## src/rtl/apb_pkg.sv

```systemverilog
// Shared types for the two-master APB arbiter: FSM states and the latched
// request record. The record is sized to the package widths; the arbiter
// ports may be narrower and are zero-extended into it.
package apb_pkg;

  localparam int APB_ADDR_W = 32;
  localparam int APB_DATA_W = 32;
  localparam int STB_W      = APB_DATA_W / 8;

  typedef enum logic [1:0] {
    IDLE   = 2'd0,
    SETUP  = 2'd1,
    ACCESS = 2'd2,
    RESP   = 2'd3
  } apb_state_e;

  typedef struct packed {
    logic [APB_ADDR_W-1:0] addr;
    logic [APB_DATA_W-1:0] data;
    logic                  write;
    logic [STB_W-1:0]      stb;
  } apb_req;

endpackage

```

## src/rtl/apb_req_latch.sv

```systemverilog
// Per-master setup-phase capture: holds the pending flag and a copy of the
// request so the master's bus is never re-sampled after its setup phase.
module apb_req_latch
  import apb_pkg::*;
#(
  parameter int ADDR_WIDTH = APB_ADDR_W,
  parameter int DATA_WIDTH = APB_DATA_W
) (
  input  logic                    clk,
  input  logic                    rts,
  input  logic                    psel,
  input  logic                    penable,
  input  logic                    pwrite,
  input  logic [ADDR_WIDTH-1:0]   paddr,
  input  logic [DATA_WIDTH-1:0]   pdata,
  input  logic [DATA_WIDTH/8-1:0] pstb,
  input  logic                    clear,
  output logic                    request,
  output apb_req                  req
);

  logic setup;
  logic pending;

  assign setup   = psel & ~penable;
  // A setup phase in the current cycle counts as a request immediately so the
  // arbiter can decide without waiting for the flag to register.
  assign request = pending | setup;

  // Pending flag: set by a setup phase, cleared when the transfer leaves ACCESS.
  always_ff @(posedge clk or posedge rts) begin
    if (rts)        pending <= 1'b0;
    else if (clear) pending <= 1'b0;
    else if (setup) pending <= 1'b1;
  end

  // Request register: only the first setup phase of a transfer is kept.
  always_ff @(posedge clk or posedge rts) begin
    if (rts) begin
      req <= '0;
    end else if (setup && !pending) begin
      req <= '{addr:  APB_ADDR_W'(paddr),
               data:  APB_DATA_W'(pdata),
               write: pwrite,
               stb:   STB_W'(pstb)};
    end
  end

  // A master must not start another transfer while its previous one is queued.
  a_no_resetup: assert property (@(posedge clk) disable iff (rts) !(setup && pending));

endmodule

```

## src/rtl/apb_arbiter.sv

```systemverilog
// Two-master to one-slave APB arbiter. Each master's setup phase is latched,
// a round-robin winner is chosen in IDLE, and a clean SETUP/ACCESS sequence is
// replayed on the slave. The loser stalls in its access phase (no pready).
// An optional watchdog aborts hung slave accesses with perr.
//
//   state  | meaning
//   IDLE   | no transfer; pick a winner if any master is requesting
//   SETUP  | slave psel=1, penable=0 with the winner's request
//   ACCESS | slave psel=1, penable=1; wait for pready or watchdog
//   RESP   | one-cycle pready/prdata/perr to the winner
module apb_arbiter
  import apb_pkg::*;
#(
  parameter int ADDR_WIDTH = APB_ADDR_W,
  parameter int DATA_WIDTH = APB_DATA_W,
  parameter int TIMEOUT    = 256
) (
  input  logic                    clk,
  input  logic                    rts,
  input  logic [ADDR_WIDTH-1:0]   m0_paddr,
  input  logic [ADDR_WIDTH-1:0]   m1_paddr,
  input  logic [DATA_WIDTH-1:0]   m0_pdata,
  input  logic [DATA_WIDTH-1:0]   m1_pdata,
  input  logic                    m0_psel,
  input  logic                    m0_penable,
  input  logic                    m0_pwrite,
  input  logic                    m1_psel,
  input  logic                    m1_penable,
  input  logic                    m1_pwrite,
  input  logic [DATA_WIDTH/8-1:0] m0_pstb,
  input  logic [DATA_WIDTH/8-1:0] m1_pstb,
  output logic [DATA_WIDTH-1:0]   m0_prdata,
  output logic [DATA_WIDTH-1:0]   m1_prdata,
  output logic                    m0_pready,
  output logic                    m1_pready,
  output logic                    m0_perr,
  output logic                    m1_perr,
  output logic [ADDR_WIDTH-1:0]   s_paddr,
  output logic [DATA_WIDTH-1:0]   s_pdata,
  output logic                    s_psel,
  output logic                    s_penable,
  output logic                    s_pwrite,
  output logic [DATA_WIDTH/8-1:0] s_pstb,
  input  logic [DATA_WIDTH-1:0]   s_prdata,
  input  logic                    s_pready,
  input  logic                    s_perr,
  output logic                    grant,
  output logic                    busy
);

  localparam int CW = (TIMEOUT > 0) ? $clog2(TIMEOUT + 1) : 1;

  apb_state_e            state, state_nxt;
  logic                  grant_nxt;
  logic                  prio;
  logic [1:0]            request;
  logic [1:0]            clear;
  apb_req                req [2];
  apb_req                win_req;
  logic                  drive;
  logic                  resp;
  logic                  done;
  logic                  tmo_hit;
  logic [CW-1:0]         tmo_cnt;
  logic [DATA_WIDTH-1:0] rdata_q;
  logic                  perr_q;

  apb_req_latch #(.ADDR_WIDTH(ADDR_WIDTH), .DATA_WIDTH(DATA_WIDTH)) u_latch0 (
    .clk     (clk),
    .rts     (rts),
    .psel    (m0_psel),
    .penable (m0_penable),
    .pwrite  (m0_pwrite),
    .paddr   (m0_paddr),
    .pdata   (m0_pdata),
    .pstb    (m0_pstb),
    .clear   (clear[0]),
    .request (request[0]),
    .req     (req[0])
  );

  apb_req_latch #(.ADDR_WIDTH(ADDR_WIDTH), .DATA_WIDTH(DATA_WIDTH)) u_latch1 (
    .clk     (clk),
    .rts     (rts),
    .psel    (m1_psel),
    .penable (m1_penable),
    .pwrite  (m1_pwrite),
    .paddr   (m1_paddr),
    .pdata   (m1_pdata),
    .pstb    (m1_pstb),
    .clear   (clear[1]),
    .request (request[1]),
    .req     (req[1])
  );

  // The abort fires on the ACCESS cycle whose increment would reach TIMEOUT,
  // so the slave sees exactly TIMEOUT access cycles.
  assign tmo_hit = (TIMEOUT != 0) && (tmo_cnt == CW'(TIMEOUT - 1));

  // Next-state and arbitration decision.
  always_comb begin
    state_nxt = state;
    grant_nxt = grant;
    clear     = 2'b00;
    done      = 1'b0;
    case (state)
      IDLE: begin
        if (|request) begin
          state_nxt = SETUP;
          grant_nxt = (request == 2'b11) ? prio : request[1];
        end
      end
      SETUP:  state_nxt = ACCESS;
      ACCESS: begin
        if (s_pready || tmo_hit) begin
          done      = 1'b1;
          clear     = grant ? 2'b10 : 2'b01;
          state_nxt = RESP;
        end
      end
      RESP:    state_nxt = IDLE;
      default: state_nxt = IDLE;
    endcase
  end

  // Slave-side and master-side outputs decoded from state and the winner.
  always_comb begin
    win_req   = req[grant];
    drive     = (state == SETUP) || (state == ACCESS);
    resp      = (state == RESP);
    s_psel    = drive;
    s_penable = (state == ACCESS);
    s_paddr   = '0;
    s_pdata   = '0;
    s_pwrite  = 1'b0;
    s_pstb    = '0;
    if (drive) begin
      s_paddr  = win_req.addr[ADDR_WIDTH-1:0];
      s_pdata  = win_req.data[DATA_WIDTH-1:0];
      s_pwrite = win_req.write;
      s_pstb   = win_req.stb[DATA_WIDTH/8-1:0];
    end
    m0_pready = resp && !grant;
    m1_pready = resp && grant;
    m0_perr   = m0_pready && perr_q;
    m1_perr   = m1_pready && perr_q;
    m0_prdata = m0_pready ? rdata_q : '0;
    m1_prdata = m1_pready ? rdata_q : '0;
    busy      = (state != IDLE);
  end

  // State register, grant (changes only when leaving IDLE) and round-robin pointer.
  always_ff @(posedge clk or posedge rts) begin
    if (rts) begin
      state <= IDLE;
      grant <= 1'b0;
      prio  <= 1'b0;
    end else begin
      state <= state_nxt;
      grant <= grant_nxt;
      if (state == RESP) prio <= ~grant;
    end
  end

  // Watchdog counter: cleared on SETUP entry, counts stalled ACCESS cycles, saturates.
  always_ff @(posedge clk or posedge rts) begin
    if (rts) begin
      tmo_cnt <= '0;
    end else if (state == IDLE && state_nxt == SETUP) begin
      tmo_cnt <= '0;
    end else if (state == ACCESS && !s_pready && tmo_cnt != '1) begin
      tmo_cnt <= tmo_cnt + 1'b1;
    end
  end

  // Response capture on ACCESS exit; a real pready takes precedence over abort.
  always_ff @(posedge clk or posedge rts) begin
    if (rts) begin
      rdata_q <= '0;
      perr_q  <= 1'b0;
    end else if (done) begin
      rdata_q <= s_pready ? s_prdata : '0;
      perr_q  <= s_pready ? s_perr : 1'b1;
    end
  end

endmodule

```

## config.mk

```make
export PLATFORM = sky130hd
export DESIGN_NAME = apb_arbiter
export DESIGN_NICKNAME = d
export VERILOG_FILES = /design/src/rtl/apb_pkg.sv /design/src/rtl/apb_req_latch.sv /design/src/rtl/apb_arbiter.sv
export SDC_FILE = /design/constraint.sdc
export NUM_CORES = 1
export LEC_CHECK = 0
export CORE_UTILIZATION = 41
export DETAILED_ROUTE_END_ITERATION = 12
export GPL_ROUTABILITY_DRIVEN = 0
export PLACE_DENSITY = 0.78
export SLEW_MARGIN = 0
export SYNTH_ARGS = -nofsm -noshare
export SYNTH_HDL_FRONTEND = slang
export SYNTH_SLANG_ARGS = --single-unit
```

## constraint.sdc

```tcl
create_clock -name clk -period 5.7 [get_ports clk]
set_input_delay 1.14 -clock clk [delete_from_list [all_inputs] [get_ports clk]]
set_output_delay 1.14 -clock clk [all_outputs]
set_load 0.01 [all_outputs]
```

## Word level (Yosys, flattened, before mapping)

Index checks and enable logic that the tools add are counted.

| storage, ports and cells | value |
|---|---|
| word-level logic and storage cells | 81 |
| bits of input ports | 178 |
| bits in registers | 186 |
| output and inout port bits | 141 |

| operators by class | value |
|---|---|
| bitwise gates (word level) | 8 |
| mux-type cells | 26 |
| reductions and logical operators | 22 |
| $lt $le $gt $ge | 1 |
| eq/ne operators | 7 |
| $add $sub $neg | 1 |

Operators with widths:

| operator | number |
|---|---|
| 2-to-1 mux 69 bit | 3 |
| 2-to-1 mux 32 bit | 5 |
| 2-to-1 mux 9 bit | 2 |
| 2-to-1 mux 2 bit | 5 |
| adder 9 x 1 -> 9 bit (second input constant) | 1 |
| equality test 9 x 8 -> 1 bit (second input constant) | 1 |
| logical AND 1 bit | 9 |
| 2-to-1 mux 1 bit | 9 |
| inequality test 9 bit (second input constant) | 1 |
| case mux 2 bit (4 select lines) | 1 |
| nonzero test 2 bit | 4 |
| equality test 2 bit (second input constant) | 3 |
| equality test 2 x 1 -> 1 bit (second input constant) | 2 |
| logical NOT 1 bit | 4 |
| 2-to-1 mux 4 bit | 1 |
| inverter 1 bit | 3 |
| bitwise AND 1 bit | 2 |
| greater-or-equal comparator 2 bit (second input constant) | 1 |
| logical NOT 2 bit | 1 |
| logical OR 1 bit | 2 |
| inverter 1 -> 2 bit | 1 |
| bitwise OR 1 bit | 2 |
| AND reduction 2 bit | 1 |
| OR reduction 2 bit | 1 |

## Longest topological paths before layout

| logic depth | value |
|---|---|
| depth after elaboration | 9 |
| depth in mapped cells | 8 |
| mapped depth without buffers | 7 |

## By module

Synthesis repeated with hierarchy kept, for this count alone.

| unflattened totals | value |
|---|---|
| cell total of the unflattened synthesis | 684 |
| area total of the unflattened synthesis | 8740.9 µm² |

Modules (own cells, without submodules):

| module | area each (µm²) | sequential area each (µm²) | cells each | instances |
|---|---|---|---|---|
| apb_req_latch | 2607.5 | 1751.7 | 152 | 2 |
| apb_arbiter | 3525.9 | 1151.1 | 380 | 1 |

## Worst setup path before layout

OpenSTA, ideal clock, no wires.

| path | value |
|---|---|
| path kind | reg-to-output |
| from | register state[0] |
| to | output m0_prdata[22] |
| path slack | 3153 ps |
| arrival | 1407 ps |
| buffers on the path | 1 |
| cell stages (with the launch flop) | 5 |
| required time | 4560 ps |
| cells stage by stage | dfrtp_1 ha_1 nor2b_1 clkbuf_1 and2_1 |

| between the ends | value |
|---|---|
| cells in the longest elaborated chain, start to end | 3 |

RTL lines:

| what | RTL line | source |
|---|---|---|
| start: declaration | apb_arbiter.sv:53 | `apb_state_e state, state_nxt;` |
| start signal: assignment | apb_arbiter.sv:159 | `state <= state_nxt;` |
| equality test 2 bit | apb_arbiter.sv:130 | `resp = (state == RESP);` |
| logical AND 1 bit | apb_arbiter.sv:143 | `m0_pready = resp && !grant;` |
| via m0_pready | apb_arbiter.sv:34 | `output logic m0_pready,` |
| 2-to-1 mux 32 bit | apb_arbiter.sv:147 | `m0_prdata = m0_pready ? rdata_q : '0;` |
| end: declaration | apb_arbiter.sv:32 | `output logic [DATA_WIDTH-1:0] m0_prdata,` |

The timed path passes the listed nets, and every way through them passes these cells.

## Final worst setup path

| path | value |
|---|---|
| from | register grant |
| to | output s_pdata[11] |

| between the ends | value |
|---|---|
| cells in the longest elaborated chain, start to end | 5 |

RTL lines:

| what | RTL line | source |
|---|---|---|
| start: declaration | apb_arbiter.sv:47 | `output logic grant,` |
| start signal: assignment | apb_arbiter.sv:160 | `grant <= grant_nxt;` |
| inverter 1 -> 2 bit (implied by the code) | apb_arbiter.sv:128 | `win_req = req[grant];` |
| 2-to-1 mux 69 bit (implied by the code) (3 in series) | apb_arbiter.sv:128 |  |
| 2-to-1 mux 32 bit | apb_arbiter.sv:137 | `if (drive) begin` |
| end: declaration | apb_arbiter.sv:39 | `output logic [DATA_WIDTH-1:0] s_pdata,` |

Every way passes these cells. The select of a mux whose other input is x is not followed.

==> results by group <==
Setup path
  – Worst EP required: 4560 ps
  – Worst reg-to-reg setup slack: 3470 ps
  – Endpoint kind of the worst setup timing path: output port
  – Number of cells on the worst reg-to-reg path: 7
  – Crit Reg-Reg Endpoint: tmo_cnt[5]
  – Crit path max fanout: 79
  – CP Class: reg2out
  – Critical path data arrival time: 3090 ps
  – Beginning of the worst register-to-register path: tmo_cnt[0]
  – Critical Path Source Type: flip-flop

STA
  – Top achievable clock speed: 236 MHz
  – Final number of setup-violating endpoints: 0
  – Final worst clock skew: 8.40 ps
  – Final max-slew violation count: 0
  – Final critical-path share of the clock period: 74.2%
  – Shortest period the worst path allows: 4230 ps
  – Slew of the pin with the lowest slew margin: 1100 ps
  – Final total negative setup slack: 0 ps
  – Setup repair after global routing missed its margin: false
  – Final number of hold-violating endpoints: 0
  – Worst relative slew slack: 26.8%

Global routing
  – Sum of overflow across all layers after global routing: 0
  – Initial antenna violation count: 0
  – Wire length of the first global-routing pass: 36.5 mm
  – Maximum number of pins on one net before global-route repair: 102
  – Total track usage: 21.7%
  – Number of global-route vias before repair: 6671

Routing
  – Avg Vias per Cell: 5.11
  – Remaining number of nets flagged by the antenna check after routing: 0
  – Number of DRC markers after the initial detailed-route iteration: 218
  – Number of vias after detailed routing: 6459
  – Remaining DRCs: 0
  – Detailed-routing iteration count for the pre-antenna-repair pass: 5
  – Total wire length after detailed routing: 23.4 mm
  – Drt wl/cell: 18.5 um

Placed design
  – Half-perimeter wire length after placement: 16.5 mm
  – Buffers on Ports: 318

Clocking
  – Maximum level of the CTS H-tree: 4
  – Maximum clock path buffer count: 2
  – Clock transition at path regs: 70 ps
  – CTS sink count: 186
  – TritonCTS clock tree: built
  – TritonCTS Buffers: 17
  – Library cell used as clock root buffer: clkbuf_16
  – Quantity of gates resized following cts: 0
  – Clock insertion delay at the later pin of the skew report: 430 ps
  – Number of hold-repair buffers added at the cts stage: 0
  – Post-CTS setup buffer count: 0

Finish
  – P&R area growth vs syn: 46.1%
  – FILL cells: 1755
  – Number of nets in the layout: 1162
  – Core utilization of the finished layout: 60.9%
  – Share of final-layout standard cells stronger than drive strength 1: 19.1%
  – Most common cell after layout, fill and taps aside: clkdlybuf4s50_1
  – Commonest non-fill, non-tap cells in the layout: clkdlybuf4s50_1, dfrtp_1, mux2_2
  – Total inserted antenna cells: 0

Min path
  – Hold path cells: 1
  – Hold-critical path endpoint: u_latch0.req[41]
  – Worst Min Path Start: u_latch0.req[41]
  – Type of the worst min-delay path: reg2reg

Synth
  – Library cells used by synthesis: 34
  – Synthesized netlist net count: 865
  – Post-synthesis instance area: 8740 sq um
  – Fraction of registers with async set/reset: 100%
  – Number of enable flip-flop cells after synthesis: 0
  – Flop and latch count out of synthesis: 186
  – Warnings, synthesis: 0
  – Share of the synthesized area in the top cell type: 53.3%
  – Cell types occupying the most area after synthesis: dfrtp_1, mux2_2, mux2i_1
  – Gate Count Post-Synth: 680
  – Ys flop type: dfrtp_1
  – Share of synthesized area occupied by flip-flops and latches: 53.3%
  – Mapped Avg Cell Area: 12.8 sq um
  – Cell taking the most area after synthesis: dfrtp_1

Floorplanning
  – Die width: 148 um
  – Vertical die dimension: 148 um
  – Core footprint: 21000 sq um
  – Die Footprint: 21900 sq um
  – Number of placement rows: 53
  – Starting density of the core: 41.7%
  – I/O pin count: 319

Power
  – VDD IR max: 0.378 mV
  – Cell-internal power: 4560 uW
  – Sw power: 2380 uW
  – Part of the total power dissipated in the clock network: 16.8%
  – Combinational Power Share: 47.4%
  – Leakage power total: 0.00543 uW
  – Pwr Density: 543 nW/um^2
  – Part of the total power dissipated in sequential elements: 35.8%
  – Switching part of the total: 34.3%

Status
  – Outcome: completed

Run
  – Max-cap check violation count: 0
## final cells by class
cell class / count / area (sq um) / share of cell area, %
flip-flops and latches: 186 / 4660 / 36.5
multi-input cells: 437 / 3860 / 30.3
repair buffers: 326 / 3280 / 25.7
clock buffers: 19 / 443 / 3.47
well taps: 275 / 344 / 2.70
clock inverters: 12 / 135 / 1.06
inverters: 9 / 37.5 / 0.294
## cell families after synthesis
family | after synthesis | synth area share [%]
fa+ha+maj | 7 | 1.00
flops | 186 | 53.3
xor+xnor | 2 | 0.201
buf+inv | 57 | 2.75
mux | 210 | 26.1
simple gates | 163 | 11.7
compound gates | 55 | 5.04
## power by group through the flow
| stage | registers (uW) | clock network, uW | logic (uW) |
|---|---|---|---|
| 2_1_floorplan | 2220 | 0 | 2010 |
| 3_5_place_dp | 2500 | 0 | 3320 |
| 6_report | 2480 | 1170 | 3290 |
| 3_3_place_gp | 2500 | 0 | 3240 |
| 4_1_cts | 2480 | 1190 | 3340 |
| 5_1_grt | 2570 | 1260 | 3550 |
## worst max-delay path by stage
stage	start	endpoint	slack, ps
floorplan	rts	grant	2170
global placement	grant	s_paddr[18]	1980
detailed placement	grant	s_paddr[26]	1920
CTS	grant	s_paddr[26]	1440
global route	grant	m0_prdata[7]	1240
finish	grant	s_pdata[11]	1470
## synthesized netlist by cell type, types with 2 or more instances
library cell and number:
nand2b_1 3, a31oi_1 4, dfrtp_1 186, and2_1 35, nor2b_1 71, and3_1 33, inv_1 9, ha_1 7
nand3_1 4, or4_1 4, a21oi_1 4, nand2_1 2, a32oi_1 5, buf_2 15, mux2_2 140, nor2_1 5
mux2i_1 70, clkbuf_1 32, a22o_1 32, o31ai_1 5
## registers in the layout, summed over array words and instances, names as in the netlist
name / flops
grant: 1
perr_q: 1
prio: 1
rdata_q: 32
state: 2
tmo_cnt: 9
u_latch0.pending: 1
u_latch0.req: 69
u_latch1.pending: 1
u_latch1.req: 69
## metal layers
metal / part of all wire (%) / track usage [%] / vias to the layer above
li1: - / - / 3007
met1: 42 / 26.6 / 3180
met2: 49 / 36.3 / 237
met3: 6.7 / 6.73 / 35
met4: 2.2 / 7.01 / 0
met5: 0 / 0 / -
## critical path: stages (launching register included)
cell	delay, ps
dfrtp_4	1130
buf_4	580
mux2i_1	150
nor2b_1	140
clkdlybuf4s50_1	560
## through the flow
step | hold WS, ps | cell area [sq um] | setup WS [ps] | std cells | total power [uW]
2_1_floorplan | 471 | 8740 | 2170 | 680 | 4230
3_3_place_gp | 490 | 12200 | 1980 | 1233 | 5740
3_5_place_dp | 490 | 12200 | 1920 | 1233 | 5820
4_1_cts | 510 | 12800 | 1440 | 1264 | 7010
5_1_grt | 525 | 12800 | 1240 | 1264 | 7370
6_report | 507 | 12800 | 1470 | 1264 | 6940
Power figures use the tool's default switching activity.
